**src/rtl/msu_sd_arbiter_if.sv**
```systemverilog
// Bundle of the requester-side and HPS-side signals of the MSU SD sector arbiter.
// slave  : arbiter view (requests and HPS responses in, grants/forwarded strobes out).
// master : environment view (requesters plus HPS model).
// Optional MSU_ARB_STATS_EN adds sectors0/sectors1/timeouts statistic outputs.
interface msu_sd_arbiter_if;
    localparam int unsigned LBA_W = 21;

    logic             rd0;
    logic [LBA_W-1:0] lba0;
    logic             urgent0;
    logic             rd1;
    logic [LBA_W-1:0] lba1;
    logic             ack0;
    logic             ack1;
    logic             wr0;
    logic             wr1;
    logic [LBA_W-1:0] sd_lba;
    logic             sd_rd;
    logic             sd_ack;
    logic             sd_buff_wr;
    logic [1:0]       grant;
    logic             timeout_err;
    logic             short_err;
`ifdef MSU_ARB_STATS_EN
    logic [15:0]      sectors0;
    logic [15:0]      sectors1;
    logic [7:0]       timeouts;
`endif

    modport slave (
        input  rd0, lba0, urgent0, rd1, lba1, sd_ack, sd_buff_wr,
`ifdef MSU_ARB_STATS_EN
        output sectors0, sectors1, timeouts,
`endif
        output ack0, ack1, wr0, wr1, sd_lba, sd_rd, grant, timeout_err, short_err
    );

    modport master (
        output rd0, lba0, urgent0, rd1, lba1, sd_ack, sd_buff_wr,
`ifdef MSU_ARB_STATS_EN
        input  sectors0, sectors1, timeouts,
`endif
        input  ack0, ack1, wr0, wr1, sd_lba, sd_rd, grant, timeout_err, short_err
    );
endinterface

```
**src/rtl/msu_sd_arbiter.sv**
```systemverilog
// Two-requester arbiter for the MSU SD-card sector channel (ch0 audio, ch1 data port).
// Ports: clk, reset (async active-low), bus (msu_sd_arbiter_if.slave).
// One sector read in flight at a time; ack/buff_wr forwarded only to the owner;
// ISSUE stall guarded by a timeout; ch1 streak bounded so ch0 cannot starve.
// Optional macro MSU_ARB_STATS_EN: per-channel completed-sector and timeout counters.
module msu_sd_arbiter #(
    parameter int unsigned SECTOR_WORDS   = 256,
    parameter int unsigned TIMEOUT_CYCLES = 1048576,
    parameter int unsigned STARVE_LIMIT   = 4
) (
    input  logic               clk,
    input  logic               reset,
    msu_sd_arbiter_if.slave    bus
);
    localparam int unsigned LBA_W = 21;
    localparam int unsigned WC_W  = 9;
    localparam int unsigned TO_W  = (TIMEOUT_CYCLES > 2) ? $clog2(TIMEOUT_CYCLES) : 1;
    localparam int unsigned ST_W  = $clog2(STARVE_LIMIT + 1);

    typedef enum logic [1:0] {IDLE, ISSUE, XFER, GAP} state_t;

    state_t           state, state_d;
    logic [LBA_W-1:0] sd_lba_q, sd_lba_d;
    logic             sd_rd_q, sd_rd_d;
    logic [1:0]       grant_q, grant_d;
    logic             terr_q, terr_d;
    logic             serr_q, serr_d;
    logic [TO_W-1:0]  to_cnt, to_cnt_d;
    logic [WC_W-1:0]  wcnt, wcnt_d;
    logic [ST_W-1:0]  streak, streak_d;
    logic             take0, take1;
`ifdef MSU_ARB_STATS_EN
    logic [15:0]      sec0_q, sec0_d, sec1_q, sec1_d;
    logic [7:0]       tos_q, tos_d;
`endif

    // State and datapath registers
    always_ff @(posedge clk or negedge reset) begin
        if (!reset) begin
            state    <= IDLE;
            sd_lba_q <= '0;
            sd_rd_q  <= 1'b0;
            grant_q  <= 2'b00;
            terr_q   <= 1'b0;
            serr_q   <= 1'b0;
            to_cnt   <= '0;
            wcnt     <= '0;
            streak   <= '0;
`ifdef MSU_ARB_STATS_EN
            sec0_q   <= '0;
            sec1_q   <= '0;
            tos_q    <= '0;
`endif
        end else begin
            state    <= state_d;
            sd_lba_q <= sd_lba_d;
            sd_rd_q  <= sd_rd_d;
            grant_q  <= grant_d;
            terr_q   <= terr_d;
            serr_q   <= serr_d;
            to_cnt   <= to_cnt_d;
            wcnt     <= wcnt_d;
            streak   <= streak_d;
`ifdef MSU_ARB_STATS_EN
            sec0_q   <= sec0_d;
            sec1_q   <= sec1_d;
            tos_q    <= tos_d;
`endif
        end
    end

    // Next-state and registered-output logic
    always_comb begin
        state_d  = state;
        sd_lba_d = sd_lba_q;
        sd_rd_d  = sd_rd_q;
        grant_d  = grant_q;
        terr_d   = 1'b0;
        serr_d   = 1'b0;
        to_cnt_d = to_cnt;
        wcnt_d   = wcnt;
        streak_d = streak;
        take0    = 1'b0;
        take1    = 1'b0;
`ifdef MSU_ARB_STATS_EN
        sec0_d   = sec0_q;
        sec1_d   = sec1_q;
        tos_d    = tos_q;
`endif
        case (state)
            IDLE: begin
                // urgent or starved ch0 beats ch1; otherwise ch1 has priority
                if (bus.rd0 && (bus.urgent0 || streak >= ST_W'(STARVE_LIMIT))) take0 = 1'b1;
                else if (bus.rd1) take1 = 1'b1;
                else if (bus.rd0) take0 = 1'b1;

                if (take0) begin
                    sd_lba_d = bus.lba0;
                    grant_d  = 2'b01;
                    streak_d = '0;
                end else if (take1) begin
                    sd_lba_d = bus.lba1;
                    grant_d  = 2'b10;
                    if (bus.rd0 && streak < ST_W'(STARVE_LIMIT)) streak_d = streak + 1'b1;
                end
                if (take0 || take1) begin
                    sd_rd_d  = 1'b1;
                    to_cnt_d = '0;
                    state_d  = ISSUE;
                end
            end
            ISSUE: begin
                if (bus.sd_ack) begin
                    sd_rd_d = 1'b0;
                    wcnt_d  = '0;
                    state_d = XFER;
                end else if (to_cnt == TO_W'(TIMEOUT_CYCLES - 1)) begin
                    // requester is left un-acked and must re-request
                    sd_rd_d = 1'b0;
                    grant_d = 2'b00;
                    terr_d  = 1'b1;
                    state_d = GAP;
`ifdef MSU_ARB_STATS_EN
                    if (tos_q != 8'hFF) tos_d = tos_q + 1'b1;
`endif
                end else begin
                    to_cnt_d = to_cnt + 1'b1;
                end
            end
            XFER: begin
                if (!bus.sd_ack) begin
                    serr_d  = (wcnt != WC_W'(SECTOR_WORDS));
                    grant_d = 2'b00;
                    state_d = GAP;
`ifdef MSU_ARB_STATS_EN
                    if (grant_q[0]) sec0_d = sec0_q + 1'b1;
                    if (grant_q[1]) sec1_d = sec1_q + 1'b1;
`endif
                end else if (bus.sd_buff_wr && wcnt != '1) begin
                    wcnt_d = wcnt + 1'b1;
                end
            end
            GAP:     state_d = IDLE;
            default: state_d = IDLE;
        endcase
    end

    // Forwarded handshake: only the owner sees the HPS strobes, only during XFER
    assign bus.ack0        = (state == XFER) & grant_q[0] & bus.sd_ack;
    assign bus.ack1        = (state == XFER) & grant_q[1] & bus.sd_ack;
    assign bus.wr0         = (state == XFER) & grant_q[0] & bus.sd_buff_wr;
    assign bus.wr1         = (state == XFER) & grant_q[1] & bus.sd_buff_wr;
    assign bus.sd_lba      = sd_lba_q;
    assign bus.sd_rd       = sd_rd_q;
    assign bus.grant       = grant_q;
    assign bus.timeout_err = terr_q;
    assign bus.short_err   = serr_q;
`ifdef MSU_ARB_STATS_EN
    assign bus.sectors0    = sec0_q;
    assign bus.sectors1    = sec1_q;
    assign bus.timeouts    = tos_q;
`endif
endmodule

```
**src/flat_wrapper.sv**
```systemverilog
// flat-port wrapper written by rule: the top's interface ports become plain ports
module msu_sd_arbiter_flat 
#(
    parameter int unsigned SECTOR_WORDS   = 256,
    parameter int unsigned TIMEOUT_CYCLES = 1048576,
    parameter int unsigned STARVE_LIMIT   = 4
)
  (clk, reset, bus_rd0, bus_lba0, bus_urgent0, bus_rd1, bus_lba1, bus_sd_ack, bus_sd_buff_wr, bus_ack0, bus_ack1, bus_wr0, bus_wr1, bus_sd_lba, bus_sd_rd, bus_grant, bus_timeout_err, bus_short_err);
  msu_sd_arbiter_if bus_i ();
  input  logic clk;
  input  logic reset;
  input wire logic [$bits(bus_i.rd0)-1:0] bus_rd0;
  input wire logic [$bits(bus_i.lba0)-1:0] bus_lba0;
  input wire logic [$bits(bus_i.urgent0)-1:0] bus_urgent0;
  input wire logic [$bits(bus_i.rd1)-1:0] bus_rd1;
  input wire logic [$bits(bus_i.lba1)-1:0] bus_lba1;
  input wire logic [$bits(bus_i.sd_ack)-1:0] bus_sd_ack;
  input wire logic [$bits(bus_i.sd_buff_wr)-1:0] bus_sd_buff_wr;
  output wire logic [$bits(bus_i.ack0)-1:0] bus_ack0;
  output wire logic [$bits(bus_i.ack1)-1:0] bus_ack1;
  output wire logic [$bits(bus_i.wr0)-1:0] bus_wr0;
  output wire logic [$bits(bus_i.wr1)-1:0] bus_wr1;
  output wire logic [$bits(bus_i.sd_lba)-1:0] bus_sd_lba;
  output wire logic [$bits(bus_i.sd_rd)-1:0] bus_sd_rd;
  output wire logic [$bits(bus_i.grant)-1:0] bus_grant;
  output wire logic [$bits(bus_i.timeout_err)-1:0] bus_timeout_err;
  output wire logic [$bits(bus_i.short_err)-1:0] bus_short_err;
  assign bus_i.rd0 = bus_rd0;
  assign bus_i.lba0 = bus_lba0;
  assign bus_i.urgent0 = bus_urgent0;
  assign bus_i.rd1 = bus_rd1;
  assign bus_i.lba1 = bus_lba1;
  assign bus_i.sd_ack = bus_sd_ack;
  assign bus_i.sd_buff_wr = bus_sd_buff_wr;
  assign bus_ack0 = bus_i.ack0;
  assign bus_ack1 = bus_i.ack1;
  assign bus_wr0 = bus_i.wr0;
  assign bus_wr1 = bus_i.wr1;
  assign bus_sd_lba = bus_i.sd_lba;
  assign bus_sd_rd = bus_i.sd_rd;
  assign bus_grant = bus_i.grant;
  assign bus_timeout_err = bus_i.timeout_err;
  assign bus_short_err = bus_i.short_err;
  msu_sd_arbiter #(.SECTOR_WORDS(SECTOR_WORDS), .TIMEOUT_CYCLES(TIMEOUT_CYCLES), .STARVE_LIMIT(STARVE_LIMIT)) u_core (.clk(clk), .reset(reset), .bus(bus_i));
endmodule
```
**config.mk**
```make
export PLATFORM = sky130hd
export DESIGN_NAME = msu_sd_arbiter_flat
export DESIGN_NICKNAME = d
export VERILOG_FILES = /design/src/rtl/msu_sd_arbiter_if.sv /design/src/rtl/msu_sd_arbiter.sv /design/src/flat_wrapper.sv
export SDC_FILE = /design/constraint.sdc
export NUM_CORES = 1
export LEC_CHECK = 0
export BUFFER_PORTS_ARGS = -buffer_cell sky130_fd_sc_hd__buf_2
export CAP_MARGIN = 25
export CORE_MARGIN = 3
export CORE_UTILIZATION = 48
export CTS_CLUSTER_SIZE = 24
export DETAILED_ROUTE_END_ITERATION = 6
export PLACE_DENSITY = 0.84
export SYNTH_ARGS = -nofsm -noshare
export SYNTH_HDL_FRONTEND = slang
export SYNTH_SLANG_ARGS = --single-unit
```
**constraint.sdc**
```tcl
create_clock -name clk -period 2.06 [get_ports clk]
set_input_delay 0.206 -clock clk [delete_from_list [all_inputs] [get_ports clk]]
set_output_delay 0.206 -clock clk [all_outputs]
set_load 0.03 [all_outputs]
```
# Yosys cells after proc, flatten, opt, wreduce, memory -nomap -nowiden

Cells that the tools add are included.

$add $sub $neg: 3
Magnitude comparators: 2
Equality and inequality tests: 16
Mux-type cells: 40
Bitwise operators: 6
Reduce and logical (&&, ||, !) cells: 18

Operators by type and width:

| kind                  | count |
|---|---|
| $mux 20               | 3 |
| $mux 21               | 2 |
| $pmux 20 s2           | 1 |
| $mux 9                | 3 |
| $add 20x1->20 const B | 1 |
| $eq 20x20->1 const B  | 1 |
| $mux 2                | 9 |
| $ne 9x9->1 const B    | 2 |
| $pmux 9 s2            | 1 |
| $mux 1                | 15 |
| $ne 2x2->1 const B    | 5 |
| $add 9x1->9 const B   | 1 |
| $mux 3                | 3 |
| $reduce_and 3->1      | 3 |
| $pmux 2 s4            | 1 |
| $reduce_and 4->1      | 2 |
| $reduce_bool 2->1     | 4 |
| $and 1x1->1           | 6 |
| $ne 2x1->1 const B    | 3 |
| $pmux 2 s3            | 1 |
| $reduce_and 5->1      | 1 |
| $eq 2x2->1 const B    | 2 |
| $add 3x1->3 const B   | 1 |
| $ge 3x3->1 const B    | 1 |
| other kinds (10)      | 13 |

Bits in registers: 60
Bits of input ports: 49
Logic and storage cells: 94

# Logic depth before layout (Yosys ltp)

Word-level depth: 8
Gate-level depth with buffers: 9
Mapped depth without buffers: 9

# Worst setup path after synthesis

OpenSTA, ideal clock, no wires.

Path type: register -> register
From: reg u_core.to_cnt[0]
To: reg u_core.to_cnt[16]
Library setup time: 0.121 ns
Data arrival time: 1.982 ns
Required time: 1.939 ns
Setup slack: -0.043 ns
Stages on the path, launching flop included: 8
Buffers on the path: 1
Clock period less this slack: 2.103 ns
Cell sequence: dfrtp_1 ha_1 nand4_1 or3_1 buf_4 nor4b_2 mux2_2 a22o_1

Longest elaborated chain between the ends: 4
Elaborated cells between the ends (all ways): 7
Those cells by class: add/sub (1); eq/ne (2); mux (3); reduce/logical (1)

RTL lines:

| element                | line                  | RTL |
|---|---|---|
| from (decl)            | msu_sd_arbiter.sv:28  | `logic [TO_W-1:0] to_cnt, to_cnt_d;` |
| from (signal assigned) | msu_sd_arbiter.sv:61  | `to_cnt <= to_cnt_d;` |
| $add 20x1->20          | msu_sd_arbiter.sv:127 | `to_cnt_d = to_cnt + 1'b1;` |
| $mux 20                | msu_sd_arbiter.sv:117 | `end else if (to_cnt == TO_W'(TIMEOUT_CYCLES - 1)) begin` |
| $mux 20                | msu_sd_arbiter.sv:113 | `if (bus.sd_ack) begin` |
| $pmux 20 s2            | msu_sd_arbiter.sv:90  | `case (state)` |

Parallel ways exist; a longest one is shown, timed or not. The select of a mux whose other input is x is not followed.
A chain may end at the register's enable or synchronous reset.

# Final worst setup path

From: reg u_core.to_cnt[0]
To: reg u_core.grant_q[1], in the netlist u_core.bus.grant[1]

Longest elaborated chain between the ends: 3

RTL lines:

| element                           | line                  | RTL |
|---|---|---|
| $eq 20x20->1                      | msu_sd_arbiter.sv:117 |  |
| $ne 2x1->1 (no source line)       | n/a                   |  |
| $reduce_and 5->1 (no source line) | n/a                   |  |
| to (signal assigned)              | msu_sd_arbiter.sv:58  | `grant_q <= grant_d;` |
| to (decl)                         | msu_sd_arbiter.sv:25  | `logic [1:0] grant_q, grant_d;` |

Every way passes these cells.

==> key figures <==
Synthesis
  – Post-synthesis cell type count: 52
  – Post-synth EDFFs: 0
  – Post-Synthesis Net Count: about 400
  – Post-synthesis sequential area ratio: a little under half
  – Synth Warn #: 0
  – Syn avg cell area: about 9.6 µm²
  – Main flop type after synthesis: dfrtp_1
  – Post-synthesis register bit count: 60
  – Async SR Flop Fraction: between 90% and 100%
  – Post-Syn Instances: approximately 340
  – Synthesized cell area: about 0.0033 mm²

Floorplanning
  – Row count: 29
  – Die span in x: approximately 88 µm
  – Die span in y: 88.3 µm
  – Area of the die: 0.00780 mm²
  – CORE AREA: about 0.0065 mm²
  – Ports: 79
  – Initial core utilization: just over 50%

Cells and area
  – Fin util: 65.5%
  – ANT cells: 0
  – Most frequent cells in the layout: buf_2 (78), dfrtp_1 (60), nand2_1 (44), buf_4 (32), o21ai_0 (31)
  – Area grow syn2layout: 30.2%
  – Fill count: about 500
  – Most common cell after layout, fill and taps aside: buf_2
  – # nets final: ~500
  – Fraction of layout cells with a size suffix above 1: between 30% and 40%

Worst hold path
  – Source of the worst hold timing path: bus_lba0[2]
  – Worst Hold End: u_core.bus.sd_lba[2]$_DFFE_PN0P_
  – Worst hold path type: in -> reg
  – Hold Path Stages: 3

Clock tree
  – CTS Sinks: 60
  – CTS buffer count: 9
  – Worst-Skew Late Latency: ~350 ps
  – Clock tree buffer depth: 2
  – CTS root buf: clkbuf_8
  – Clock-pin slew on the worst setup and hold paths: 70 ps
  – CTS H-tree depth: 3
  – CTS tree: yes

Critical path
  – Worst Path Required: between 2000 and 2500 ps
  – Worst reg2reg endpoint: u_core.bus.grant[1]$_DFFE_PN0P_
  – Reg2Reg Depth: 7
  – Crit-path slowest cell: or3_4
  – Reg-to-reg startpoint: u_core.to_cnt[0]$_DFFE_PN0P_
  – Worst path max stage delay: approximately 400 ps
  – R2R setup slack: slightly below 50 ps
  – Crit-path max FO: 4
  – Worst setup SP type: flip-flop
  – Cells along the critical path: ha_2 -> nand4_1 -> or3_4 -> buf_6 -> o31ai_2 -> nand3b_1 -> mux2_1
  – Type of the worst setup path: reg -> reg
  – Arrival @ worst endpoint: 2240 ps
  – Setup crit end kind: flip-flop

Global routing
  – First-pass GRT wire length: approximately 13 mm
  – Initial antenna violation count: 0
  – Vias in the first global route: 2,874
  – Total Routing Usage GR: 21.4%
  – Largest net degree at the start of global routing: 43
  – Congestion Overflow GR: 0

Power and ir drop
  – Power Internal: a little over 0.003 W
  – Peak VDD IR: about 0.93 mV
  – Sequential power share: roughly 33%
  – Clock share of power: 22.9%
  – Logic pwr share: between 40% and 50%
  – Sw frac: between 40% and 50%
  – Leakage power: 2.11 nW
  – PD cells: around 1200 mW/mm²
  – Sw power: 0.00216 W

Routing
  – Detailed router's first-iteration violation count: 239
  – DR WL/cell: about 15 µm
  – Via count: 3,023
  – Via-to-Cell Ratio: 5.75
  – Final ANT Viol Nets: 0
  – DRT Wirelength: between 8 and 9 mm
  – DR pass1 iterations: 4
  – Drt drc: 0

Timing
  – Rel. slew slack: 62.2%
  – Hold Slack: about 150 ps
  – Final hold viol count: 0
  – Setup TNS: 0 ps
  – Fin crit share: 97.7%
  – Clk_skew: a little over 9 ps
  – Tmin final: 2010 ps
  – # setup viols final: 0
  – Slew Limit Fails: 0
  – Unrepaired setup endpoints after global routing: yes
  – Max Clk Rate: just under 0.5 GHz
  – Worst-Margin Slew: 568 ps

Run status
  – Status: finished, final reports clean

Placed design
  – Routability cong.: 0.910
  – Hpwl dp: ~5.8 mm
  – Port Buffers: 78

Run
  – Max-Cap Viols: 0
-- worst max-delay path, delay by kind of cell, from the launching register on --
kind                       cells  cell delay [ps]
AOI/OAI and AO/OA              1              180
DFF                            1              350
adders and majority gates      1              200
buffers and inverters          1              150
muxes                          1              330
and+or+nand+nor                3              670
-- kinds of logic after synthesis --
logic type,Yosys count,share of synthesized area [%]
muxes,29,9.24
AOI/OAI and AO/OA,82,16.7
xor gates and xnor gates,6,1.62
buffers and inverters,23,2.93
and+or+nand+nor,128,19.9
adders and majority gates,9,3.46
DFF,60,46.2
-- worst max path at each step --
| stage | from | cells past startpoint | slack (ps) | end |
|---|---|---|---|---|
| finish | u_core.to_cnt[0]$_DFFE_PN0P_ | 7 | 50 | u_core.bus.grant[1]$_DFFE_PN0P_ |
| floorplan | u_core.to_cnt[0]$_DFFE_PN0P_ | 7 | 4 | u_core.to_cnt[16]$_DFFE_PN0P_ |
| detailed placement | u_core.wcnt[0]$_DFFE_PN0P_ | 9 | 5 | u_core.wcnt[5]$_DFFE_PN0P_ |
| global placement | u_core.to_cnt[1]$_DFFE_PN0P_ | 7 | 50 | u_core.bus.grant[1]$_DFFE_PN0P_ |
| CTS | u_core.to_cnt[1]$_DFFE_PN0P_ | 7 | 1 | u_core.bus.grant[1]$_DFFE_PN0P_ |
| global route | u_core.to_cnt[0]$_DFFE_PN0P_ | 7 | -20 | u_core.bus.grant[1]$_DFFE_PN0P_ |
-- power groups by stage --
stage               registers (W)  clock network (W)  logic (W)
floorplan                 0.00221                  0    0.00101
global placement          0.00175                  0    0.00216
detailed placement        0.00176                  0    0.00224
CTS                       0.00175            0.00123    0.00225
global route              0.00180            0.00127    0.00252
finish                    0.00175            0.00120    0.00231
-- layout make-up --
class / count / area [µm²] / area share [%]
Multi-Input combinational cell: 254 / 1710 / 40.5
Sequential cell: 60 / 1500 / 35.5
Timing Repair Buffer: 113 / 672 / 15.9
Clock buffer: 11 / 151 / 3.58
Tap cell: 77 / 96.3 / 2.28
Clock inverter: 4 / 72.6 / 1.71
Inverter: 7 / 26.3 / 0.621
-- registers in the layout, indices dropped and copies added, names as in the netlist --
register                cells
u_core.bus.sd_lba          21
u_core.wcnt                 9
u_core.bus.grant            2
u_core.streak               3
u_core.to_cnt              20
u_core.bus.timeout_err      1
u_core.bus.short_err        1
u_core.state                2
u_core.bus.sd_rd            1
-- through the flow --
step	std cells	area [µm²]	setup WS [ps]	power, W
5_1_grt	526	4230	-21.5	0.00559
3_5_place_dp	508	3930	5.20	0.00401
3_3_place_gp	508	3930	54.1	0.00390
4_1_cts	524	4160	1.30	0.00523
2_1_floorplan	337	3250	4.40	0.00321
6_report	526	4230	48.2	0.00526
-- synthesized netlist by cell type, types with 2 or more instances --
master / instances / area, µm²
dfrtp_1: 60 / 1500
nand2_1: 44 / 165
o21ai_0: 31 / 155
nor2_1: 25 / 93.8
mux2i_1: 21 / 210
nand3_1: 12 / 60.1
and3_1: 11 / 68.8
clkbuf_1: 9 / 33.8
ha_1: 9 / 113
a22o_1: 8 / 70.1
nand4_1: 8 / 50.1
a21oi_1: 7 / 35.0
inv_1: 7 / 26.3
xor2_1: 6 / 52.6
nor3_1: 5 / 25.0
a21o_1: 4 / 30.0
a31oi_1: 4 / 25.0
buf_2: 4 / 20.0
mux2_1: 4 / 45.0
mux2_2: 4 / 45.0
nand3b_1: 4 / 30.0
o211ai_1: 4 / 30.0
o31ai_1: 4 / 30.0
nand2b_1: 3 / 18.8
o311ai_0: 3 / 26.3
or3_1: 3 / 18.8
a41oi_1: 2 / 17.5
buf_1: 2 / 7.51
nand3_2: 2 / 20.0
nor3b_1: 2 / 15.0
nor4_1: 2 / 12.5
o21a_1: 2 / 15.0
o21ai_1: 2 / 10.0
-- per-layer routing --
| layer | routed length [µm] | up-vias | share of wire [%] | global-route usage (%) |
|---|---|---|---|---|
| met2 | 4060 | 109 | 50 | 34.4 |
| met5 | 0 | - | 0 | 0 |
| met1 | 3430 | 1457 | 42 | 27.4 |
| met4 | 116 | 0 | 1.4 | 8.79 |
| li1 | - | 1445 | - | - |
| met3 | 511 | 12 | 6.3 | 5.68 |
-- timing repair --
item	CTS	global route
gates cloned	0	0
endpoints found under the setup margin	2	14
resized for setup	1	13
setup buffers	0	2
pin swaps	0	4
hold buffers	1	0
hold endpoints to repair	24	0
No activity file was read; power rests on OpenSTA's default activity.
